[config.mk]
export PLATFORM = sky130hd
export DESIGN_NAME = ir_transmitter_multi
export DESIGN_NICKNAME = d
export VERILOG_FILES = /design/src/rtl/ir_pkg.sv /design/src/rtl/ir_packet_fsm.sv /design/src/rtl/ir_transmitter_multi.sv
export SDC_FILE = /design/constraint.sdc
export NUM_CORES = 1
export LEC_CHECK = 0
export BUFFER_PORTS_ARGS = -buffer_cell sky130_fd_sc_hd__buf_2
export CELL_PAD_IN_SITES_DETAIL_PLACEMENT = 2
export CELL_PAD_IN_SITES_GLOBAL_PLACEMENT = 2
export CORE_MARGIN = 3
export CORE_UTILIZATION = 35
export CTS_CLUSTER_DIAMETER = 40
export CTS_CLUSTER_SIZE = 12
export DETAILED_ROUTE_END_ITERATION = 16
export GPL_TIMING_DRIVEN = 0
export PLACE_DENSITY_LB_ADDON = 0.1
export SLEW_MARGIN = 30
export SYNTH_ARGS = -nofsm -noshare
export SYNTH_HDL_FRONTEND = slang
export SYNTH_SLANG_ARGS = --single-unit
export TNS_END_PERCENT = 30
[constraint.sdc]
create_clock -name CLK -period 2.8 [get_ports CLK]
set_clock_uncertainty 0.05 [all_clocks]
set_input_delay 0.28 -clock CLK [delete_from_list [all_inputs] [get_ports CLK]]
set_output_delay 0.28 -clock CLK [all_outputs]
set_load 0.02 [all_outputs]
[src/rtl/ir_pkg.sv]
// ir_pkg: shared state/colour types and per-car burst lengths for the IR transmitter
package ir_pkg;
  typedef enum logic [2:0] {S_IDLE, S_START, S_GAP_S, S_CAR, S_GAP_C, S_BIT, S_GAP_B} state_t;
  typedef enum logic [1:0] {CAR_BLUE, CAR_YELLOW, CAR_GREEN, CAR_RED} car_t;
  typedef struct packed {
    logic [7:0] start_len;
    logic [7:0] car_len;
    logic [7:0] gap_len;
    logic [7:0] assert_len;
    logic [7:0] deassert_len;
  } burst_cfg_t;
  localparam burst_cfg_t BURST_TABLE [4] = '{
    '{8'd191, 8'd47, 8'd25, 8'd47, 8'd22},
    '{8'd88,  8'd22, 8'd40, 8'd44, 8'd22},
    '{8'd88,  8'd44, 8'd40, 8'd44, 8'd22},
    '{8'd192, 8'd24, 8'd24, 8'd48, 8'd24}
  };
endpackage

[src/rtl/ir_packet_fsm.sv]
// ir_packet_fsm: sequences one packet's bursts and gaps, advancing only on carrier ticks
module ir_packet_fsm
  import ir_pkg::*;
(
  input  logic       clk,
  input  logic       rst_n,
  input  logic       tick,
  input  logic       carrier,
  input  logic       start,
  input  logic [3:0] cmd,
  input  burst_cfg_t cfg,
  output logic       ir_led,
  output logic       busy,
  output logic       packet_done
);
  state_t     state_q, state_d;
  logic [7:0] dur_q, dur_d, len_cur, len_nxt;
  logic [1:0] idx_q, idx_d, nidx;
  logic [3:0] cmd_q, cmd_d;
  burst_cfg_t cfg_q, cfg_d;
  logic       busy_q, busy_d, done_q, done_d;
  logic       unused_start;
  assign unused_start = ^cfg_q.start_len;
  // next state and duration reload; IDLE snapshots the request so later writes only affect the next packet
  always_comb begin
    state_d = state_q;
    dur_d   = dur_q;
    idx_d   = idx_q;
    cmd_d   = cmd_q;
    cfg_d   = cfg_q;
    done_d  = 1'b0;
    nidx    = idx_q + 2'd1;
    len_cur = cmd_q[idx_q] ? cfg_q.assert_len : cfg_q.deassert_len;
    len_nxt = cmd_q[nidx] ? cfg_q.assert_len : cfg_q.deassert_len;
    if (tick && state_q == S_IDLE && start) begin
      state_d = S_START;
      dur_d   = cfg.start_len - 8'd1;
      idx_d   = 2'd0;
      cmd_d   = cmd;
      cfg_d   = cfg;
    end else if (tick && state_q != S_IDLE && dur_q != 8'd0) begin
      dur_d = dur_q - 8'd1;
    end else if (tick) begin
      case (state_q)
        S_START: begin state_d = S_GAP_S; dur_d = cfg_q.gap_len - 8'd1; end
        S_GAP_S: begin state_d = S_CAR;   dur_d = cfg_q.car_len - 8'd1; end
        S_CAR:   begin state_d = S_GAP_C; dur_d = cfg_q.gap_len - 8'd1; end
        S_GAP_C: begin state_d = S_BIT;   dur_d = len_cur - 8'd1; end
        S_BIT:   begin state_d = S_GAP_B; dur_d = cfg_q.gap_len - 8'd1; end
        S_GAP_B: begin
          if (idx_q == 2'd3) begin
            state_d = S_IDLE;
            done_d  = 1'b1;
          end else begin
            state_d = S_BIT;
            idx_d   = nidx;
            dur_d   = len_nxt - 8'd1;
          end
        end
        default: state_d = S_IDLE;
      endcase
    end
    busy_d = state_d != S_IDLE;
  end
  // packet registers; reset aborts any packet in flight
  always_ff @(posedge clk or negedge rst_n) begin
    if (!rst_n) begin
      state_q <= S_IDLE;
      dur_q   <= '0;
      idx_q   <= '0;
      cmd_q   <= '0;
      cfg_q   <= '0;
      busy_q  <= 1'b0;
      done_q  <= 1'b0;
    end else begin
      state_q <= state_d;
      dur_q   <= dur_d;
      idx_q   <= idx_d;
      cmd_q   <= cmd_d;
      cfg_q   <= cfg_d;
      busy_q  <= busy_d;
      done_q  <= done_d;
    end
  end
  assign ir_led      = carrier && (state_q inside {S_START, S_CAR, S_BIT});
  assign busy        = busy_q;
  assign packet_done = done_q;
endmodule

[src/rtl/ir_transmitter_multi.sv]
// ir_transmitter_multi: bus-programmable IR car-control transmitter in a single clock domain
module ir_transmitter_multi
  import ir_pkg::*;
#(
  parameter logic [7:0] IO_ADDRESS    = 8'h90,
  parameter int         CARRIER_DIV   = 2500,
  parameter int         PACKET_PERIOD = 4000
) (
  input  logic       CLK,
  input  logic       RESET_N,
  input  logic       BUS_WE,
  input  logic [7:0] BUS_ADDR,
  input  logic [7:0] BUS_DATA,
  output logic       IR_LED,
  output logic       BUSY,
  output logic       PACKET_DONE
);
  localparam int             CW     = $clog2(CARRIER_DIV);
  localparam int             TW     = $clog2(PACKET_PERIOD);
  localparam logic [CW-1:0]  C_LAST = CW'(CARRIER_DIV - 1);
  localparam logic [CW-1:0]  C_HALF = CW'(CARRIER_DIV / 2);
  localparam logic [TW-1:0]  T_LAST = TW'(PACKET_PERIOD - 1);
  localparam logic [7:0]     A_CMD  = IO_ADDRESS;
  localparam logic [7:0]     A_SEL  = IO_ADDRESS + 8'd1;
  localparam logic [7:0]     A_CTL  = IO_ADDRESS + 8'd2;
  logic [CW-1:0] cnt_q, cnt_d;
  logic [TW-1:0] timer_q, timer_d;
  logic [3:0]    cmd_q, cmd_d;
  car_t          sel_q, sel_d;
  logic          per_en_q, per_en_d, pending_q, pending_d;
  logic          wr_cmd, wr_sel, wr_ctl, send_now, tick, carrier, wrap, req, accept;
  logic          unused_data;
  assign unused_data = ^BUS_DATA[7:4];
  assign wr_cmd   = BUS_WE && BUS_ADDR == A_CMD;
  assign wr_sel   = BUS_WE && BUS_ADDR == A_SEL;
  assign wr_ctl   = BUS_WE && BUS_ADDR == A_CTL;
  assign send_now = wr_ctl && BUS_DATA[1];
  assign tick     = cnt_q == C_LAST;
  assign carrier  = cnt_q < C_HALF;
  assign wrap     = per_en_q && tick && timer_q == T_LAST;
  // a timer expiry is seen on its own tick so the first periodic packet starts PACKET_PERIOD ticks after reset
  assign req      = pending_q || wrap;
  assign accept   = tick && req && !BUSY;
  // register writes, carrier divider, packet timer and the single merged request flag
  always_comb begin
    cmd_d     = wr_cmd ? BUS_DATA[3:0] : cmd_q;
    sel_d     = wr_sel ? car_t'(BUS_DATA[1:0]) : sel_q;
    per_en_d  = wr_ctl ? BUS_DATA[0] : per_en_q;
    cnt_d     = tick ? '0 : cnt_q + 1'b1;
    timer_d   = !per_en_q ? '0 : !tick ? timer_q : (timer_q == T_LAST) ? '0 : timer_q + 1'b1;
    pending_d = accept ? 1'b0 : (pending_q || wrap || send_now);
  end
  // peripheral state registers
  always_ff @(posedge CLK or negedge RESET_N) begin
    if (!RESET_N) begin
      cnt_q     <= '0;
      timer_q   <= '0;
      cmd_q     <= '0;
      sel_q     <= CAR_YELLOW;
      per_en_q  <= 1'b1;
      pending_q <= 1'b0;
    end else begin
      cnt_q     <= cnt_d;
      timer_q   <= timer_d;
      cmd_q     <= cmd_d;
      sel_q     <= sel_d;
      per_en_q  <= per_en_d;
      pending_q <= pending_d;
    end
  end
  ir_packet_fsm u_fsm (
    .clk         (CLK),
    .rst_n       (RESET_N),
    .tick        (tick),
    .carrier     (carrier),
    .start       (req),
    .cmd         (cmd_q),
    .cfg         (BURST_TABLE[sel_q]),
    .ir_led      (IR_LED),
    .busy        (BUSY),
    .packet_done (PACKET_DONE)
  );
endmodule

# Yosys cells after proc, flatten, opt, wreduce, memory -nomap -nowiden

Cells that the tools add are included.

Register bits: 83
Output and inout bits: 3
Logic and storage cells: 108

$lt $le $gt $ge: 4
$add $sub $neg: 9
Equal/unequal tests: 16
Muxes and demuxes: 34
Reductions and logical operators: 28
Bitwise logic cells: 1

Operators by type and width:

| cell                                                                    | count |
|---|---|
| 40-bit binary-select mux with 2-bit select                              | 1 |
| 40-bit 2-to-1 mux                                                       | 2 |
| 12-bit 2-to-1 mux                                                       | 4 |
| 8-bit 2-to-1 mux                                                        | 6 |
| 8-bit by 1-bit subtractor with 8-bit output, second input constant      | 6 |
| 8-bit case mux with 4 select lines                                      | 1 |
| 12-bit by 1-bit adder with 12-bit output, second input constant         | 2 |
| 12-bit == test, second input constant                                   | 2 |
| 8-bit == test, second input constant                                    | 3 |
| 3-bit case mux with 6 select lines                                      | 1 |
| 1-bit logical AND                                                       | 13 |
| 12-bit by 11-bit < comparator with 1-bit output, second input constant  | 1 |
| 3-bit 2-to-1 mux                                                        | 4 |
| 3-bit nonzero test                                                      | 4 |
| 2-bit 2-to-1 mux                                                        | 5 |
| 3-bit == test, second input constant                                    | 3 |
| 1-bit 2-to-1 mux                                                        | 8 |
| 8-bit nonzero test                                                      | 1 |
| 3-bit by 2-bit == test with 1-bit output, second input constant         | 2 |
| 2-bit by 3-bit < comparator with 1-bit output, second input constant    | 2 |
| 2-bit by 1-bit inequality test with 1-bit output, second input constant | 3 |
| 6-bit nonzero test                                                      | 1 |
| 1-bit binary-select mux with 2-bit select                               | 2 |
| 4-bit by 2-bit inequality test with 1-bit output, second input constant | 1 |
| 12 further kinds                                                        | 14 |

# Logic depth before layout (Yosys ltp)

Word-level depth: 10
Depth in mapped cells: 14
Mapped depth without buffers: 12

# By module

Synthesis repeated with hierarchy kept, for this count alone.

Cell total of the unflattened synthesis: 516
Area, all modules: 4728.3 um^2

By module, submodules not included:

| module               | instances | sequential area each (um^2) | area an instance (um^2) | cells an instance |
|---|---|---|---|---|
| ir_packet_fsm        | 1         | 1276.2                      | 2930.3                  | 334 |
| ir_transmitter_multi | 1         | 803.3                       | 1798.0                  | 182 |

# Least setup slack after synthesis

No wires, ideal clock.

Kind: register -> register
Start point: register u_fsm.idx_q[0]
End point: register u_fsm.dur_q[6]
Arrival: 2.819 ns
Path buffers: 1
Setup time: 0.119 ns
Stages on the path, launching flop included: 14
Setup slack: -0.188 ns
Path through: dfrtp_1 > ha_1 > nand2b_1 > o22ai_1 > or2_1 > clkbuf_1 > a311o_1 > a221oi_2 > ha_1 > nand2b_1 > o21ai_0 > nand4_1 > mux2i_1 > o21ba_1

Cells in the longest elaborated chain, start to end: 10

Ends and longest elaborated chain:

| item                                        | line                | RTL |
|---|---|---|
| start, declared                             | ir_packet_fsm.sv:18 | `logic [1:0] idx_q, idx_d, nidx;` |
| start signal, assigned                      | ir_packet_fsm.sv:78 | `idx_q <= idx_d;` |
| 2-bit by 1-bit adder with 2-bit output      | ir_packet_fsm.sv:32 | `nidx = idx_q + 2'd1;` |
| 1-bit binary-select mux with 2-bit select   | ir_packet_fsm.sv:34 | `len_nxt = cmd_q[nidx] ? cfg_q.assert_len : cfg_q.deassert_len;` |
| 1-bit 2-to-1 mux (not written as such)      | ir_packet_fsm.sv:34 |  |
| 8-bit 2-to-1 mux                            | ir_packet_fsm.sv:34 |  |
| 8-bit by 1-bit subtractor with 8-bit output | ir_packet_fsm.sv:57 | `dur_d = len_nxt - 8'd1;` |
| 8-bit 2-to-1 mux                            | ir_packet_fsm.sv:51 | `if (idx_q == 2'd3) begin` |
| 8-bit case mux with 4 select lines          | ir_packet_fsm.sv:44 | `case (state_q)` |
| 8-bit 2-to-1 mux                            | ir_packet_fsm.sv:43 | `end else if (tick) begin` |
| 8-bit 2-to-1 mux                            | ir_packet_fsm.sv:41 | `end else if (tick && state_q != S_IDLE && dur_q != 8'd0) begin` |
| 8-bit 2-to-1 mux                            | ir_packet_fsm.sv:35 | `if (tick && state_q == S_IDLE && start) begin` |
| end signal, assigned                        | ir_packet_fsm.sv:77 | `dur_q <= dur_d;` |
| end, declared                               | ir_packet_fsm.sv:17 | `logic [7:0] dur_q, dur_d, len_cur, len_nxt;` |

Several ways; a longest one is shown, not always the timed one. The select of a mux whose other input is x is not followed.
A chain may end at the register's enable or synchronous reset.

# Worst setup path after layout

Start point: register u_fsm.state_q[1]
End point: register u_fsm.dur_q[6]

Cells in the longest elaborated chain, start to end: 6

Ends and longest elaborated chain:

| item                                  | line                | RTL |
|---|---|---|
| start, declared                       | ir_packet_fsm.sv:16 | `state_t state_q, state_d;` |
| start signal, assigned                | ir_packet_fsm.sv:76 | `state_q <= state_d;` |
| 3-bit == test (tied with other cells) | ir_packet_fsm.sv:44 |  |
| 3-bit OR reduction (no line)          | --                  |  |
| 8-bit case mux with 4 select lines    | ir_packet_fsm.sv:44 |  |
| 8-bit 2-to-1 mux                      | ir_packet_fsm.sv:43 |  |
| 8-bit 2-to-1 mux                      | ir_packet_fsm.sv:41 |  |
| 8-bit 2-to-1 mux                      | ir_packet_fsm.sv:35 |  |

Several ways; a longest one is shown, not always the timed one. The select of a mux whose other input is x is not followed.

==> metrics.md <==
| Metric | Value |
|---|---|
| Num CTS Buffers | 9 |
| WL per Instance | 19.1 um |
| Total gr overflow | 0 |
| Syn_nets | 386 |
| CTS clock-pin slew for the worst setup and hold paths | 80 ps |
| Mean number of vias per cell | 5.46 |
| Leakage | 1.92 nW |
| CP top delay family | simple AND/OR/NAND/NOR gates |
| Initial Util | 0.361 |
| DRT Pass-1 Iters | 4 |
| GRT met1 Usage | 0.256 |
| P_sw | 0.000396 W |
| CP startpoint kind | flip-flop |
| Sw Share | 0.237 |
| Final Max Tran Viols | 0 |
| Number of H-tree levels | 3 |
| Initial antenna violation count | 0 |
| Cell Int Power | 0.00127 W |
| Fmax | 328 MHz |
| Post-synthesis average cell area | 9.33 sq um |
| CP arrival | 3230 ps |
| Largest area contributor in the netlist | dfrtp_1 |
| Most heavily used metal layer in global routing | met2 |
| Critical path's slowest cell | dfrtp_2 |
| Final worst setup slack | -251 ps |
| Yosys warnings | 0 |
| Via count of the first global-routing pass | 3282 |
| Hold path startpoint | BUS_DATA[2] |
| Root Buffer | clkbuf_8 |
| Relative slew slack | 0.590 |
| Area contributors post-synth | dfrtp_1 44%, nand2_1 5.2%, o21ai_0 4.3% |
| Logic pwr share | 0.032 |
| Most frequent cells in the layout | 55 x dfrtp_1, 46 x nand2_1, 33 x buf_4 |
| Synth cell types | 54 |
| Final period util | 1.09 |
| IO Port Bufs | 17 |
| CTS tree | built |
| Pwr Total | 0.00167 W |
| Failing checks | negative setup slack |
| Met3 usage | 0.0318 |
| GPL Wtd Cong | 0.795 |
| CP Max Fanout | 9 |
| Core area | 9280 sq um |
| Max-cap viol count | 0 |
| Met2 layer usage reported by global route | 0.346 |
| Die Area | 10800 sq um |
| Share of the synthesized area in the top cell type | 0.441 |
| Hold EP | cmd_q[2] |
| Pre-CTS WS | -780 ps |
| Share of cells above drive strength 1 | 0.292 |
| Total Routed Length | 10600 um |
| Area growth from synthesis to layout | 28.7% |
| WP buf/inv | 3 |
| RSZ-0062 raised after global routing | true |
| Detailed placer's ending HPWL | 6920 um |
| DIE HEIGHT | 104 um |
| Reg power frac | 0.535 |
| Post-synth top flop | dfrtp_1 |
| Slew of the pin with the lowest slew margin | 612 ps |
| Global-route wire length before repair | 17300 um |
| Worst r2r src | u_fsm.state_q[1] |
| Slowest stage delay, CP | 440 ps |
| Largest net degree at the start of global routing | 38 |
| Worst Path Required | 2980 ps |
| Setup violators final | 4 |
| Number of synthesized flops with an enable pin | 0 |
| # IOs | 22 |
| Final min period | 3050 ps |
| Sink Count | 61 |
| CP endpoint kind | flip-flop |
| Die Wd | 104 um |
| Critical Setup Path Class | flip-flop to flip-flop |
| Final Hold Vio Count | 0 |
| Worst vdd ir | 0.321 mV |
| Gr usage total | 0.197 |
| Final #Nets | 450 |
| Commonest non-fill, non-tap cell in the layout | dfrtp_1 |
| Vias | 3041 |
| Status | finished with violations |
| Async SR Flop Fraction | 1.00 |
| Routed Antenna Nets | 0 |
| Bufs on Longest Clock Path | 2 |
| Reg2reg end | u_fsm.dur_q[6] |
| Drc violations | 0 |
| Post-Synthesis Cells | 359 |
| Hold path depth | 2 |
| Hold Path Class | input port to flip-flop |
| Fin util | 0.464 |
| Fin Hold WS | 131 ps |
| Internal reg-to-reg setup slack | -250 ps |
| R2R depth | 13 |
| Clock power share | 0.433 |
| Power Density | 387 nW/um^2 |
| # rows | 35 |
| # diodes | 0 |
| Clock Latency Late Sink | 340 ps |
| Cell Area, Synth | 3350 sq um |
| 1st-iter DRT viols | 70 |
| Register area share after synthesis | 0.456 |
| Critical path cell sequence | or3_4 -> buf_6 -> a21boi_4 -> and2_4 -> buf_8 -> buf_4 -> o32a_1 -> ha_2 -> nand3b_1 -> o21ai_2 -> nand4_1 -> mux2i_1 -> o21ba_1 |
| Yosys reg bits | 61 |
==> state kept, by name (all words and copies together), names as in the netlist <==
signal,cells
cmd_q,4
u_fsm.busy,1
u_fsm.packet_done,1
u_fsm.idx_q,2
sel_q,2
timer_q,12
pending_q,1
per_en_q,1
u_fsm.cfg_q,10
cnt_q,12
u_fsm.cmd_q,4
u_fsm.state_q,3
u_fsm.dur_q,8
==> power by group through the flow <==
stage	clock, W	sequential [W]	combinational, W
3_5_place_dp	0	0.000909	0.0000545
6_report	0.000722	0.000893	0.0000535
2_1_floorplan	0	0.000908	0.0000149
4_1_cts	0.000756	0.000892	0.0000559
3_3_place_gp	0	0.000909	0.0000501
5_1_grt	0.000794	0.000893	0.0000615
==> cell type report <==
cell class              count  area, sq um
plain buffers              14         83.8
clock buffers              12          155
clock inverters             4         22.5
fillers                   998         4970
inverters                   6         22.5
multi-input cells         277         1940
flip-flops and latches     61         1530
well taps                 129          161
repair buffers             54          394
==> kinds of logic after synthesis <==
family	synth area share
compound gates	0.159
buf+inv	0.0288
flops	0.456
xor+xnor	0.0366
fa+ha+maj	0.0299
mux	0.0534
simple gates	0.236
==> layer usage <==
layer,part of all wire,up-vias
li1,-,1419
met1,0.45,1589
met2,0.53,23
met3,0.015,10
met4,0.011,0
met5,0,-
==> cell usage after synthesis (2+ instances only) <==
cell / number
o22ai_1: 3
a211oi_1: 2
and2_1: 4
nand3b_1: 2
nand3_1: 17
a311o_1: 2
nand2_1: 46
xnor2_1: 10
dfstp_2: 2
clkbuf_1: 11
o21a_1: 4
or2_2: 3
nor2_1: 30
a32o_1: 2
inv_1: 6
o21ai_0: 29
xor2_1: 4
nor3b_1: 3
mux2i_1: 10
nor4_1: 3
a21oi_1: 15
nand4_1: 6
o31ai_1: 6
and3_1: 7
mux2_2: 7
or3_1: 5
dfrtp_1: 59
a31oi_1: 5
nand2b_1: 6
or4_1: 2
nor2b_1: 5
buf_2: 2
o2bb2ai_1: 2
nor3_1: 10
o32a_1: 2
buf_6: 2
ha_1: 8
==> per-stage QoR <==
stage	TNS [ps]	std cells	instance area, sq um
2_1_floorplan	-8.39	359	3360
3_3_place_gp	-4200	505	3600
3_5_place_dp	-5350	506	3630
4_1_cts	-244	535	4060
5_1_grt	-1140	557	4310
6_report	-541	557	4310
==> worst max path at each step <==
stage | start | to | slack, ps | depth (start not counted)
finish | u_fsm.state_q[1] | u_fsm.dur_q[6] | -250 | 13
global placement | cnt_q[0] | u_fsm.dur_q[6] | -670 | 12
floorplan | u_fsm.idx_q[0] | u_fsm.dur_q[6] | -8 | 13
CTS | u_fsm.idx_q[0] | u_fsm.dur_q[6] | -150 | 12
detailed placement | cnt_q[1] | u_fsm.dur_q[6] | -780 | 12
global route | u_fsm.state_q[1] | u_fsm.dur_q[6] | -420 | 11
==> what timing repair did <==
action                                  CTS  global route
endpoints found under the hold margin    23             0
endpoints found under the setup margin   21            19
hold buffers                              1             0
pin swaps                                10            14
buffers inserted                         13            22
resized for setup                        28            27
Note: power is estimated with default switching activity, not from simulation.
